File: src/rtl/cellrv32_npu_address_sequencer.sv
// Command-driven address issuer for NPU buffer drains: one (base, length, stride) command in,
// LENGTH strided addresses out over a valid/ready handshake.
//   state  | meaning
//   IDLE   | waiting for a command, cmd_ready_o high
//   RUN    | issuing addresses, one per accepted beat
//   DONE   | burst finished normally, done_o pulses for this cycle
module cellrv32_npu_address_sequencer #(
  parameter int ADDRESS_WIDTH = 24,
  parameter int LENGTH_WIDTH  = 16,
  parameter int MATRIX_WIDTH  = 14
) (
  input  logic                     clk_i,
  input  logic                     rst_i,
  input  logic                     cmd_valid_i,
  output logic                     cmd_ready_o,
  input  logic [ADDRESS_WIDTH-1:0] cmd_base_i,
  input  logic [LENGTH_WIDTH-1:0]  cmd_length_i,
  input  logic [ADDRESS_WIDTH-1:0] cmd_stride_i,
  input  logic                     abort_i,
  output logic                     addr_valid_o,
  input  logic                     addr_ready_i,
  output logic [ADDRESS_WIDTH-1:0] addr_o,
  output logic [LENGTH_WIDTH-1:0]  addr_index_o,
  output logic                     addr_last_o,
  output logic                     busy_o,
  output logic                     done_o
);

  typedef enum logic [1:0] {
    S_IDLE = 2'd0,
    S_RUN  = 2'd1,
    S_DONE = 2'd2
  } state_t;

  state_t                   r_state;
  logic [ADDRESS_WIDTH-1:0] r_addr;
  logic [ADDRESS_WIDTH-1:0] r_stride;
  logic [LENGTH_WIDTH-1:0]  r_index;
  logic [LENGTH_WIDTH-1:0]  r_remaining;
  logic                     r_valid;
  logic                     r_last;
  logic                     r_busy;
  logic                     r_done;

  logic w_accept;
  logic w_beat;

  assign cmd_ready_o = (r_state == S_IDLE) & ~rst_i;
  assign w_accept    = cmd_valid_i & cmd_ready_o;
  assign w_beat      = r_valid & addr_ready_i;

  assign addr_valid_o = r_valid;
  assign addr_o       = r_addr;
  assign addr_index_o = r_index;
  assign addr_last_o  = r_last;
  assign busy_o       = r_busy;
  assign done_o       = r_done;

  always_ff @(posedge clk_i) begin
    if (rst_i) begin
      r_state     <= S_IDLE;
      r_addr      <= '0;
      r_stride    <= ADDRESS_WIDTH'(MATRIX_WIDTH);
      r_index     <= '0;
      r_remaining <= '0;
      r_valid     <= 1'b0;
      r_last      <= 1'b0;
      r_busy      <= 1'b0;
      r_done      <= 1'b0;
    end else begin
      case (r_state)
        S_IDLE: begin
          r_done <= 1'b0;
          if (w_accept) begin
            r_busy   <= 1'b1;
            r_stride <= cmd_stride_i;
            if (cmd_length_i == '0) begin
              r_state <= S_DONE;
              r_done  <= 1'b1;
            end else begin
              r_state     <= S_RUN;
              r_valid     <= 1'b1;
              r_addr      <= cmd_base_i;
              r_index     <= '0;
              r_last      <= (cmd_length_i == LENGTH_WIDTH'(1));
              r_remaining <= cmd_length_i - LENGTH_WIDTH'(1);
            end
          end
        end
        S_RUN: begin
          // abort wins over a coincident beat; that beat is simply dropped here
          if (abort_i) begin
            r_state <= S_IDLE;
            r_valid <= 1'b0;
            r_last  <= 1'b0;
            r_busy  <= 1'b0;
          end else if (w_beat) begin
            if (r_last) begin
              r_state <= S_DONE;
              r_valid <= 1'b0;
              r_last  <= 1'b0;
              r_done  <= 1'b1;
            end else begin
              r_addr      <= r_addr + r_stride;
              r_index     <= r_index + LENGTH_WIDTH'(1);
              r_remaining <= r_remaining - LENGTH_WIDTH'(1);
              r_last      <= (r_remaining == LENGTH_WIDTH'(1));
            end
          end
        end
        S_DONE: begin
          r_state <= S_IDLE;
          r_done  <= 1'b0;
          r_busy  <= 1'b0;
        end
        default: begin
          r_state <= S_IDLE;
          r_valid <= 1'b0;
          r_last  <= 1'b0;
          r_busy  <= 1'b0;
          r_done  <= 1'b0;
        end
      endcase
    end
  end

endmodule

File: config.mk
export PLATFORM = sky130hd
export DESIGN_NAME = cellrv32_npu_address_sequencer
export DESIGN_NICKNAME = d
export VERILOG_FILES = /design/src/rtl/cellrv32_npu_address_sequencer.sv
export SDC_FILE = /design/constraint.sdc
export NUM_CORES = 1
export LEC_CHECK = 0
export BUFFER_PORTS_ARGS = -buffer_cell sky130_fd_sc_hd__buf_2
export CELL_PAD_IN_SITES_DETAIL_PLACEMENT = 1
export CELL_PAD_IN_SITES_GLOBAL_PLACEMENT = 1
export CORE_UTILIZATION = 44
export CTS_CLUSTER_SIZE = 24
export DETAILED_ROUTE_END_ITERATION = 7
export GPL_TIMING_DRIVEN = 0
export PLACE_DENSITY = 0.9
export SLEW_MARGIN = 10
export SYNTH_ARGS = -nofsm -noshare
export SYNTH_HDL_FRONTEND = slang
export SYNTH_SLANG_ARGS = --single-unit
File: constraint.sdc
create_clock -name clk_i -period 4.5 [get_ports clk_i]
set_input_delay 0.675 -clock clk_i [delete_from_list [all_inputs] [get_ports clk_i]]
set_output_delay 0.675 -clock clk_i [all_outputs]
set_load 0.01 [all_outputs]
* Word level (Yosys, flattened, before mapping) *
Index checks and enable logic that the tools add are counted.

storage, ports and cells
  memory bits (writable) = 0
  logic and storage cells = 86
  ROM bits = 0
  memories kept = 0
  bits in latches = 0
  output and inout port bits = 45
  bits of input ports = 69
  flip-flop bits (word level) = 86

cells by class
  div/mod/pow operators = 0
  shifts and indexed selects = 0
  $lt $le $gt $ge = 0
  equal/unequal tests = 13
  muxes and demuxes = 45
  multipliers = 0
  reduce and logical (&&, ||, !) cells = 10
  add/sub/neg operators = 4
  bitwise logic cells = 5

operator list
  cell                                                                  number
  16-bit 2-to-1 mux                                                     10
  24-bit 2-to-1 mux                                                     5
  16-bit case mux with 2 select lines                                   2
  24-bit case mux with 2 select lines                                   1
  16-bit by 1-bit == test with 1-bit output, second input constant      2
  16-bit by 1-bit subtractor with 16-bit output, second input constant  2
  24-bit adder                                                          1
  1-bit 2-to-1 mux                                                      17
  16-bit by 1-bit adder with 16-bit output, second input constant       1
  16-bit logical NOT                                                    1
  2-bit inequality test, second input constant                          7
  2-bit 2-to-1 mux                                                      5
  3-bit inequality test, second input constant                          2
  1-bit case mux with 3 select lines                                    2
  3-bit AND reduction                                                   2
  6-bit AND reduction                                                   1
  5-bit AND reduction                                                   1
  1-bit case mux with 2 select lines                                    2
  2-bit case mux with 2 select lines                                    1
  2-bit AND reduction                                                   2
  4-bit AND reduction                                                   1
  1-bit bitwise AND                                                     3
  2-bit by 1-bit == test with 1-bit output, second input constant       1
  2-bit == test, second input constant                                  1
  3 further kinds                                                       4

* Logic depth before layout (Yosys ltp) *
Gate-level depths: netlist of run 1.

  depth after elaboration = 5
  depth in mapped cells = 10
  gate-level depth less buffers = 9

* Worst setup path before layout of run 1 *
No wires, ideal clock.

  path type = input-to-reg
  start = input port cmd_length_i[10]
  end = register r_addr[17] (netlist: addr_o[17])
  required time = 4.430 ns
  arrival time = 2.370 ns
  buffers on the path = 0
  stages = 6
  setup slack = 2.060 ns
  setup time = 0.070 ns
  path through = or4_1 -> and4bb_2 -> a22o_2 -> nor3_1 -> or4_1 -> a21oi_1

on the way
  word-level cells in the longest chain between the ends = 3

ends and longest elaborated chain
  item                             line  RTL
  start: declaration               17    input logic [LENGTH_WIDTH-1:0] cmd_length_i,
  16-bit logical NOT               77    if (cmd_length_i == '0) begin
  2-bit inequality test (no line)  --
  6-bit AND reduction (no line)    --
  end signal: assignment           83    r_addr <= cmd_base_i;
  end signal: assignment           104   r_addr <= r_addr + r_stride;
  end: declaration                 36    logic [ADDRESS_WIDTH-1:0] r_addr;

Every way passes these cells.
A chain may end at the register's enable or synchronous reset.

* Worst setup path after layout of run 1 *
  start = input port cmd_length_i[0]
  end = register r_remaining[9]

on the way
  word-level cells in the longest chain between the ends = 4
  elaborated cells on any way between the ends = 7
  classes of those cells = add/sub (1); eq/ne (1); mux (3); reduce/logical (2)

ends and longest elaborated chain
  item                                           line  RTL
  16-bit by 1-bit subtractor with 16-bit output  86    r_remaining <= cmd_length_i - LENGTH_WIDTH'(1);
  16-bit 2-to-1 mux                              77
  16-bit 2-to-1 mux                              74    if (w_accept) begin
  16-bit case mux with 2 select lines            71    case (r_state)
  end signal: assignment                         86
  end signal: assignment                         106   r_remaining <= r_remaining - LENGTH_WIDTH'(1);
  end: declaration                               39    logic [LENGTH_WIDTH-1:0] r_remaining;

Several ways; a longest one is shown, not always the timed one. The select of a mux whose other input is x is not followed.

==> summary.md, run 1 <==
| Metric | Value |
|---|---|
| Synth warnings | `0` |
| Syn nets | `869` |
| Hold WS | `0.484 ns` |
| Post-place setup slack | `1.31 ns` |
| Setup bufs post-CTS | `0` |
| Dpl hpwl | `15.9 mm` |
| CTS clk-pin slew, worst paths | `0.06 ns` |
| Post-synth EDFFs | `0` |
| Max Cap Viol | `0` |
| Max FO, Critical Path | `10` |
| Slowest cell delay on critical path | `0.63 ns` |
| Clk sinks | `86` |
| Final wirelength | `approximately 22 mm` |
| Critical R2R Launch | `addr_o[14]` |
| Largest net degree at the start of global routing | `15` |
| I/O pins | `114` |
| N_diodes | `0` |
| Number of global-route vias before repair | `6271` |
| Initial DRC count | `427` |
| Mapped Cells | `771` |
| Final GP Congestion | `around 0.89` |
| CP endpoint kind | `flip-flop` |
| Ranking of synthesized cells by area | `dfxtp_1 (30%), ha_1 (6.1%), a21oi_1 (5.9%)` |
| Nets@finish | `992` |
| Post-layout power | `2.16 mW` |
| Final Cycle Share | `64.3%` |
| Area leader, netlist | `dfxtp_1` |
| Die ar. | `between 10000 and 15000 um^2` |
| Post-DP Area | `6560 um^2` |
| Sum Neg Setup Slack | `0 ns` |
| Synth top area share | `29.7%` |
| Worst-path cell chain | `buf_2 > inv_1 > ha_1 > nor3b_1 > and4bb_2 > a22oi_2 > buf_2 > clkbuf_1 > nor2_1 > nor3_1` |
| Max Transition Viols Final | `0` |
| Row count | `41` |
| First-pass GRT wire length | `33.1 mm` |
| CP Class | `input pin to flip-flop` |
| Static leakage | `roughly 2.8 nW` |
| Flops & latches, synth | `86` |
| Worst setup margin | `1.60 ns` |
| Worst r2r path cells | `7` |
| Post-CTS Resized | `0` |
| Sequential fraction of the synthesis area | `29.7%` |
| Req. time, crit path | `4.77 ns` |
| Cell count after placement | `1055` |
| H-Tree Depth | `3` |
| Worst R2R Setup Slack | `1.64 ns` |
| DIE WIDTH | `~120 um` |
| Initial antenna violation count | `0` |
| CTS hold repair buffers | `0` |
| Cell variety after synth | `66` |
| Non-filler instance count after layout | `1071` |
| CTS tree | `done` |
| P&R area growth vs syn | `18.5%` |
| Drt drc | `0` |
| Aggregate global routing overflow | `0` |
| Fillers | `1721` |
| Peak supply drop | `0.000326 V` |
| Final setup fails | `0` |
| Commonest cells post-synth | `nand2_1 (88), dfxtp_1 (86), nor2_1 (80), a21oi_1 (68), o21ai_0 (53)` |
| Asr flop ratio synth | `0%` |
| Worst Hold Class | `flip-flop to flip-flop` |
| Most frequent CP cell | `buf_2` |
| Worst Path Arrival | `3.17 ns` |
| RSZ-0062 raised after global routing | `false` |
| Layout Utilization | `53.9%` |
| Status | `complete, no violations` |
| Finished Cell Area | `6860 um^2` |
| Post-DRT Antenna Nets | `0` |
| Area occupied by multi-input gates | `roughly 3800 um^2` |
| Ys flop type | `dfxtp_1` |
| Register area | `1720 um^2` |
| Final hold viol count | `0` |
| Slew HR | `about 43%` |
| Clk_skew | `0.0122 ns` |
| Avg WL per Cell | `20.3 um` |
| Starting Density | `between 40% and 50%` |
| # port buffers | `112` |
| PwrDens | `~310 nW/um^2` |
| Slowest cell on crit path | `clkbuf_1` |
| Pre-antenna DRT Iters | `5` |
| Type of origin of the critical path | `input pin` |
| Routed vias/inst | `6.09` |
| Ratio of cells with drive above 1 in the final layout | `between 10% and 20%` |
| Die height | `117 um` |
| Vias | `6524` |
| Most numerous cell in the Yosys netlist | `nand2_1` |
| Root Buffer | `clkbuf_16` |
| Worst-Margin Slew | `0.848 ns` |
| Mapped Avg Cell Area | `7.51 um^2` |
| Maximum root-to-sink buffer count | `2` |
| WHS Endpoint | `r_stride[22]` |
| Placeable Area | `12700 um^2` |
| Total track usage | `32.3%` |
| Clk Latency, worst-skew pair | `0.37 ns` |
| Tmin final | `2.90 ns` |
| CTS buffer count | `9` |
| Hold path start | `r_stride[22]` |
| Cell Area, Synth | `5790 um^2` |
| Worst Hold Path Cells | `2` |
| Reg2reg end | `addr_o[21]` |
| FMAX | `0.345 GHz` |
[final cells by class]
type / count / share of cell area, %
buffer: 44 / 2.79
clock buffer: 11 / 3.39
clock inverter: 5 / 0.839
inverter: 16 / 0.875
multi-input combinational: 625 / 55.7
sequential: 86 / 25.1
tap: 172 / 3.14
timing repair buffer: 112 / 8.17
[report_power, final]
part           switching, mW  total (mW)  internal [mW]
Clock                  0.344       0.777          0.432
Sequential            0.0419       0.851          0.809
Combinational          0.339       0.530          0.191
Total                  0.725        2.16           1.43
[sequential cells by signal, summed over array words and instances, names as in the netlist]
signal / cells
addr_index_o: 16
addr_last_o: 1
addr_o: 24
addr_valid_o: 1
busy_o: 1
done_o: 1
r_remaining: 16
r_state: 2
r_stride: 24
[how the worst max path moves through the flow]
stage | slack (ns) | start | depth (start not counted) | end
floorplan | 2.06 | cmd_length_i[10] | 6 | addr_o[17]
global placement | 1.36 | cmd_length_i[0] | 10 | addr_index_o[4]
detailed placement | 1.31 | cmd_length_i[0] | 9 | r_remaining[0]
CTS | 1.68 | cmd_length_i[0] | 10 | r_remaining[9]
global route | 1.46 | addr_o[14] | 7 | addr_o[21]
finish | 1.60 | cmd_length_i[0] | 10 | r_remaining[9]
[per-layer routing]
metal | track usage, % | share of wire, % | up-vias
met5 | 0 | 0 | -
met4 | 11.2 | 2.0 | 0
met3 | 6.07 | 7.3 | 40
met2 | 54.1 | 47 | 300
met1 | 41.5 | 44 | 3111
li1 | - | - | 3073
[placed cells by master (no fill, tap or decap), types with 19 or more instances in the layout]
cell type,count
a211oi_1,24
a21oi_1,68
buf_2,121
clkbuf_1,35
dfxtp_1,86
ha_1,28
nand2_1,88
nand2b_1,28
nand3_1,23
nor2_1,80
nor3_1,27
o21ai_0,53
xnor2_1,19
[worst max-delay path: cells and delay by family]
| kind | cells | cell delay (ns) |
|---|---|---|
| AO/OA/AOI/OAI | 1 | 0.27 |
| adder cells (fa/ha/maj) | 1 | 0.28 |
| buffers and inverters | 4 | 1.17 |
| AND/OR/NAND/NOR | 4 | 0.79 |
[kinds of logic (layout without fill, tap and decap cells)]
| family | after synthesis | after routing | synth area share (%) |
|---|---|---|---|
| AO/OA/AOI/OAI | 224 | 224 | 24.2 |
| XOR/XNOR | 32 | 32 | 4.84 |
| adder cells (fa/ha/maj) | 29 | 29 | 6.40 |
| buffers and inverters | 60 | 188 | 4.34 |
| flip-flops | 86 | 86 | 29.7 |
| multiplexers | 9 | 9 | 1.56 |
| AND/OR/NAND/NOR | 331 | 331 | 28.9 |
No activity file was read; power rests on OpenSTA's default activity.
==> inputs of run 2 (changes only) <==
Settings changed: ABC_AREA from default to 1, CORE_UTILIZATION 44 to 35, PLACE_DENSITY 0.9 to 0.8.
Clock period 4.5 ns to 2.5 ns, I/O delays scaled along.
==> run 2 against run 1 <==
Net effect: largest cell class unchanged; cell area grew 8.0%; clock power grew 75%; worst hold slack got worse by 0.27 ns; synthesized cell count is 32% higher; global-route usage shrank 7.2 points; first-iteration DRC count fell by 17%; wire length up 1.1%; critical endpoint is now addr_o[10]; cell count is 28% higher; sequential power rose by 81%.
==> summary.md, run 2 <==
| Metric | Value |
|---|---|
| Power share of the clock group | `35.1% (was 36.0%)` |
| Clk Latency, worst-skew pair | `0.36 ns (was 0.37 ns)` |
| Combinational Power Share | `25.1% (was 24.6%)` |
| Final hold viol count | `0 (unchanged)` |
| Mapped Avg Cell Area | `6.16 um^2 (was 7.51 um^2)` |
| Cell variety after synth | `46 (was 66)` |
| Slew HR | `42.9% (was 43.3%)` |
| Flops & latches, synth | `86 (unchanged)` |
| Met2 global-route usage | `44.2% (was 54.1%)` |
| Commonest non-fill, non-tap cell in the layout | `nand2_1 (was buf_2)` |
| Clk sinks | `86 (unchanged)` |
| CTS clk-pin slew, worst paths | `0.06 ns (about the same)` |
| CP Class | `flip-flop to flip-flop (was input pin to flip-flop)` |
| Reg2reg end | `addr_o[10] (was addr_o[21])` |
| Number of global-route vias before repair | `7224 (was 6271)` |
| Worst Hold Class | `input pin to flip-flop (was flip-flop to flip-flop)` |
| Static leakage | `3.69 nW (was 2.78 nW)` |
| Internal Pwr Total | `2.57 mW (was 1.43 mW)` |
| Layout Utilization | `42.5% (was 53.9%)` |
| Cell Area, Synth | `6270 um^2 (was 5790 um^2)` |
| I/O pins | `114 (unchanged)` |
| DIE WIDTH | `136 um (was 117 um)` |
| Row count | `48 (was 41)` |
| Final setup fails | `0 (unchanged)` |
| FMAX | `0.432 GHz` |
| Vias | `6972 (was 6524)` |
| Worst Path Arrival | `2.56 ns (was 3.17 ns)` |
| Starting Density | `36.0% (was 45.5%)` |
| CTS tree | `done (unchanged)` |
| Sequential fraction of the synthesis area | `27.5% (was 29.7%)` |
| Post-layout power | `3.86 mW (was 2.16 mW)` |
| Ys flop type | `dfxtp_1 (unchanged)` |
| Critical R2R Launch | `addr_o[0] (was addr_o[14])` |
| Commonest cells post-synth | `nand2_1 (299), inv_1 (122), nor2_1 (103), nand3_1 (90), dfxtp_1 (86) (was nand2_1 (88), dfxtp_1 (86), nor2_1 (80), a21oi_1 (68), o21ai_0 (53))` |
| Syn nets | `1115 (was 869)` |
| Routed vias/inst | `5.09 (was 6.09)` |
| Worst-path cell chain | `ha_1 > inv_1 > fa_1 > nor2_1 > nand2_1 > nand3_1 > a21oi_1 > or2_2 > nand3_1 > a21oi_1 (was buf_2 > inv_1 > ha_1 > nor3b_1 > and4bb_2 > a22oi_2 > buf_2 > clkbuf_1 > nor2_1 > nor3_1)` |
| Mapped Cells | `1017 (was 771)` |
| Avg WL per Cell | `16.0 um (was 20.3 um)` |
| Slowest cell delay on critical path | `0.42 ns (was 0.63 ns)` |
| CP endpoint kind | `flip-flop (unchanged)` |
| Die ar. | `18400 um^2 (was 13600 um^2)` |
| Final Cycle Share | `between 90% and 100%` |
| Maximum root-to-sink buffer count | `2 (unchanged)` |
| Post-DRT Antenna Nets | `0 (unchanged)` |
| Final wirelength | `22.0 mm (was 21.7 mm)` |
| Final GP Congestion | `0.913 (was 0.888)` |
| Die height | `136 um (was 117 um)` |
| Worst R2R Setup Slack | `0.18 ns (was 1.64 ns)` |
| Initial DRC count | `354 (was 427)` |
| Post-synth EDFFs | `0 (unchanged)` |
| First-pass GRT wire length | `35.7 mm (was 33.1 mm)` |
| Switching share of power | `33.6% (about the same)` |
| WHS Endpoint | `r_stride[8] (was r_stride[22])` |
| Pre-antenna DRT Iters | `5 (unchanged)` |
| Type of origin of the critical path | `flip-flop (was input pin)` |
| Peak supply drop | `0.000335 V (was 0.000326 V)` |
| Sum Neg Setup Slack | `0 ns (unchanged)` |
| N_diodes | `0 (unchanged)` |
| Max Cap Viol | `0 (unchanged)` |
| Area leader, netlist | `dfxtp_1 (unchanged)` |
| Setup bufs post-CTS | `0 (unchanged)` |
| # port buffers | `113 (was 112)` |
| Grt peak-use layer | `met2 (unchanged)` |
| Slowest cell on crit path | `fa_1 (was clkbuf_1)` |
| CTS buffer count | `9 (unchanged)` |
| Synth top area share | `27.5% (was 29.7%)` |
| Worst r2r path cells | `10 (was 7)` |
| Status | `complete, no violations (unchanged)` |
| Hold path start | `cmd_stride_i[8] (was r_stride[22])` |
| Dpl hpwl | `17.5 mm (was 15.9 mm)` |
| Ranking of synthesized cells by area | `dfxtp_1 (27%), nand2_1 (18%), inv_1 (7.3%) (was dfxtp_1 (30%), ha_1 (6.1%), a21oi_1 (5.9%))` |
| Req. time, crit path | `2.75 ns (was 4.77 ns)` |
| Worst-Margin Slew | `0.857 ns (was 0.848 ns)` |
| PwrDens | `521 nW/um^2 (was 315 nW/um^2)` |
| RSZ-0062 raised after global routing | `false (unchanged)` |
| Most numerous cell in the Yosys netlist | `nand2_1 (unchanged)` |
| Aggregate global routing overflow | `0 (unchanged)` |
| P&R area growth vs syn | `18.2% (was 18.5%)` |
| Total track usage | `25.1% (was 32.3%)` |
| H-Tree Depth | `3 (unchanged)` |
| NetSw | `1.30 mW (was 0.725 mW)` |
| Ratio of cells with drive above 1 in the final layout | `17.1% (about the same)` |
| Asr flop ratio synth | `0% (unchanged)` |
| Max Transition Viols Final | `0 (unchanged)` |
| Met3 usage | `2.57% (was 6.07%)` |
| Placeable Area | `17400 um^2 (was 12700 um^2)` |
| Drt drc | `0 (unchanged)` |
| Max FO, Critical Path | `3 (was 10)` |
| Clk_skew | `0.00776 ns (was 0.0122 ns)` |
| Commonest cells after routing, fill and taps aside | `nand2_1 (299), inv_1 (122), buf_2 (121) (was buf_2 (121), nand2_1 (88), dfxtp_1 (86))` |
| Synth warnings | `0 (unchanged)` |
| Tmin final | `approximately 2.3 ns` |
| Root Buffer | `clkbuf_16 (unchanged)` |
| Nets@finish | `1239 (was 992)` |
| Initial antenna violation count | `0 (unchanged)` |
| Met1 GRT Util | `31.0% (was 41.5%)` |
| Largest net degree at the start of global routing | `15 (unchanged)` |
| CTS hold repair buffers | `0 (unchanged)` |
| Sequential share of power | `39.7% (was 39.5%)` |
| Worst Hold Path Cells | `3 (was 2)` |
-- run 2: how the worst max path moves through the flow --
stage,start,to,slack [ns],cells past startpoint
floorplan,addr_o[0],addr_o[10],0.60,10
global placement,cmd_length_i[0],addr_o[18],0.28,13
detailed placement,addr_o[0],addr_o[16],0.22,13
CTS,addr_o[0],addr_o[16],0.21,13
global route,addr_o[0],addr_o[18],0.03,11
finish,addr_o[0],addr_o[10],0.18,10
-- run 2: timing repair --
item                                    4_1_cts  5_1_grt
resized for setup                             0        1
endpoints found under the hold margin         0        0
endpoints found under the setup margin        0        1
-- run 2: cell families after synthesis --
| family | share of synthesized area [%] |
|---|---|
| adder cells (fa/ha/maj) | 5.91 |
| AO/OA/AOI/OAI | 14.4 |
| flip-flops | 27.5 |
| buffers and inverters | 10.8 |
| XOR/XNOR | 2.38 |
| AND/OR/NAND/NOR | 39.0 |
-- run 2: through the flow --
| step | hold slack, ns | setup slack (ns) | std cells | cell area (um^2) |
|---|---|---|---|---|
| 2_1_floorplan | 0.449 | 0.601 | 1017 | 6270 |
| 3_3_place_gp | 0.462 | 0.277 | 1355 | 7110 |
| 3_5_place_dp | 0.464 | 0.221 | 1355 | 7110 |
| 4_1_cts | 0.207 | 0.208 | 1371 | 7400 |
| 5_1_grt | 0.223 | 0.0344 | 1371 | 7410 |
| 6_report | 0.214 | 0.185 | 1371 | 7410 |
-- run 2: worst max-delay path: cells and delay by family (launching register included) --
kind,cells,cell delay [ns]
fa+ha+maj,2,0.65
compound gates,2,0.20
flops,1,0.35
simple gates,5,0.93
buf+inv,1,0.07
-- run 2: power groups by stage --
stage / Sequential, mW / Clock, mW / Combinational, mW
2_1_floorplan: 1.56 / 0 / 0.620
3_3_place_gp: 1.56 / 0 / 0.937
3_5_place_dp: 1.56 / 0 / 0.961
4_1_cts: 1.53 / 1.39 / 0.971
5_1_grt: 1.55 / 1.44 / 1.09
6_report: 1.54 / 1.36 / 0.970
-- run 2: per-layer routing --
layer / share of wire, % / wire length [um]
met5: 0 / 0
met4: 2.6 / 567
met1: 46 / 10100
met2: 49 / 10700
met3: 2.9 / 644
-- run 2: final cells by class --
class / instances / area, um^2
flip-flops and latches: 86 / 1720
multi-input cells: 766 / 3870
clock inverters: 7 / 65.1
inverters: 131 / 492
plain buffers: 34 / 186
fillers: 2422 / 10000
clock buffers: 9 / 225
well taps: 225 / 282
repair buffers: 113 / 566
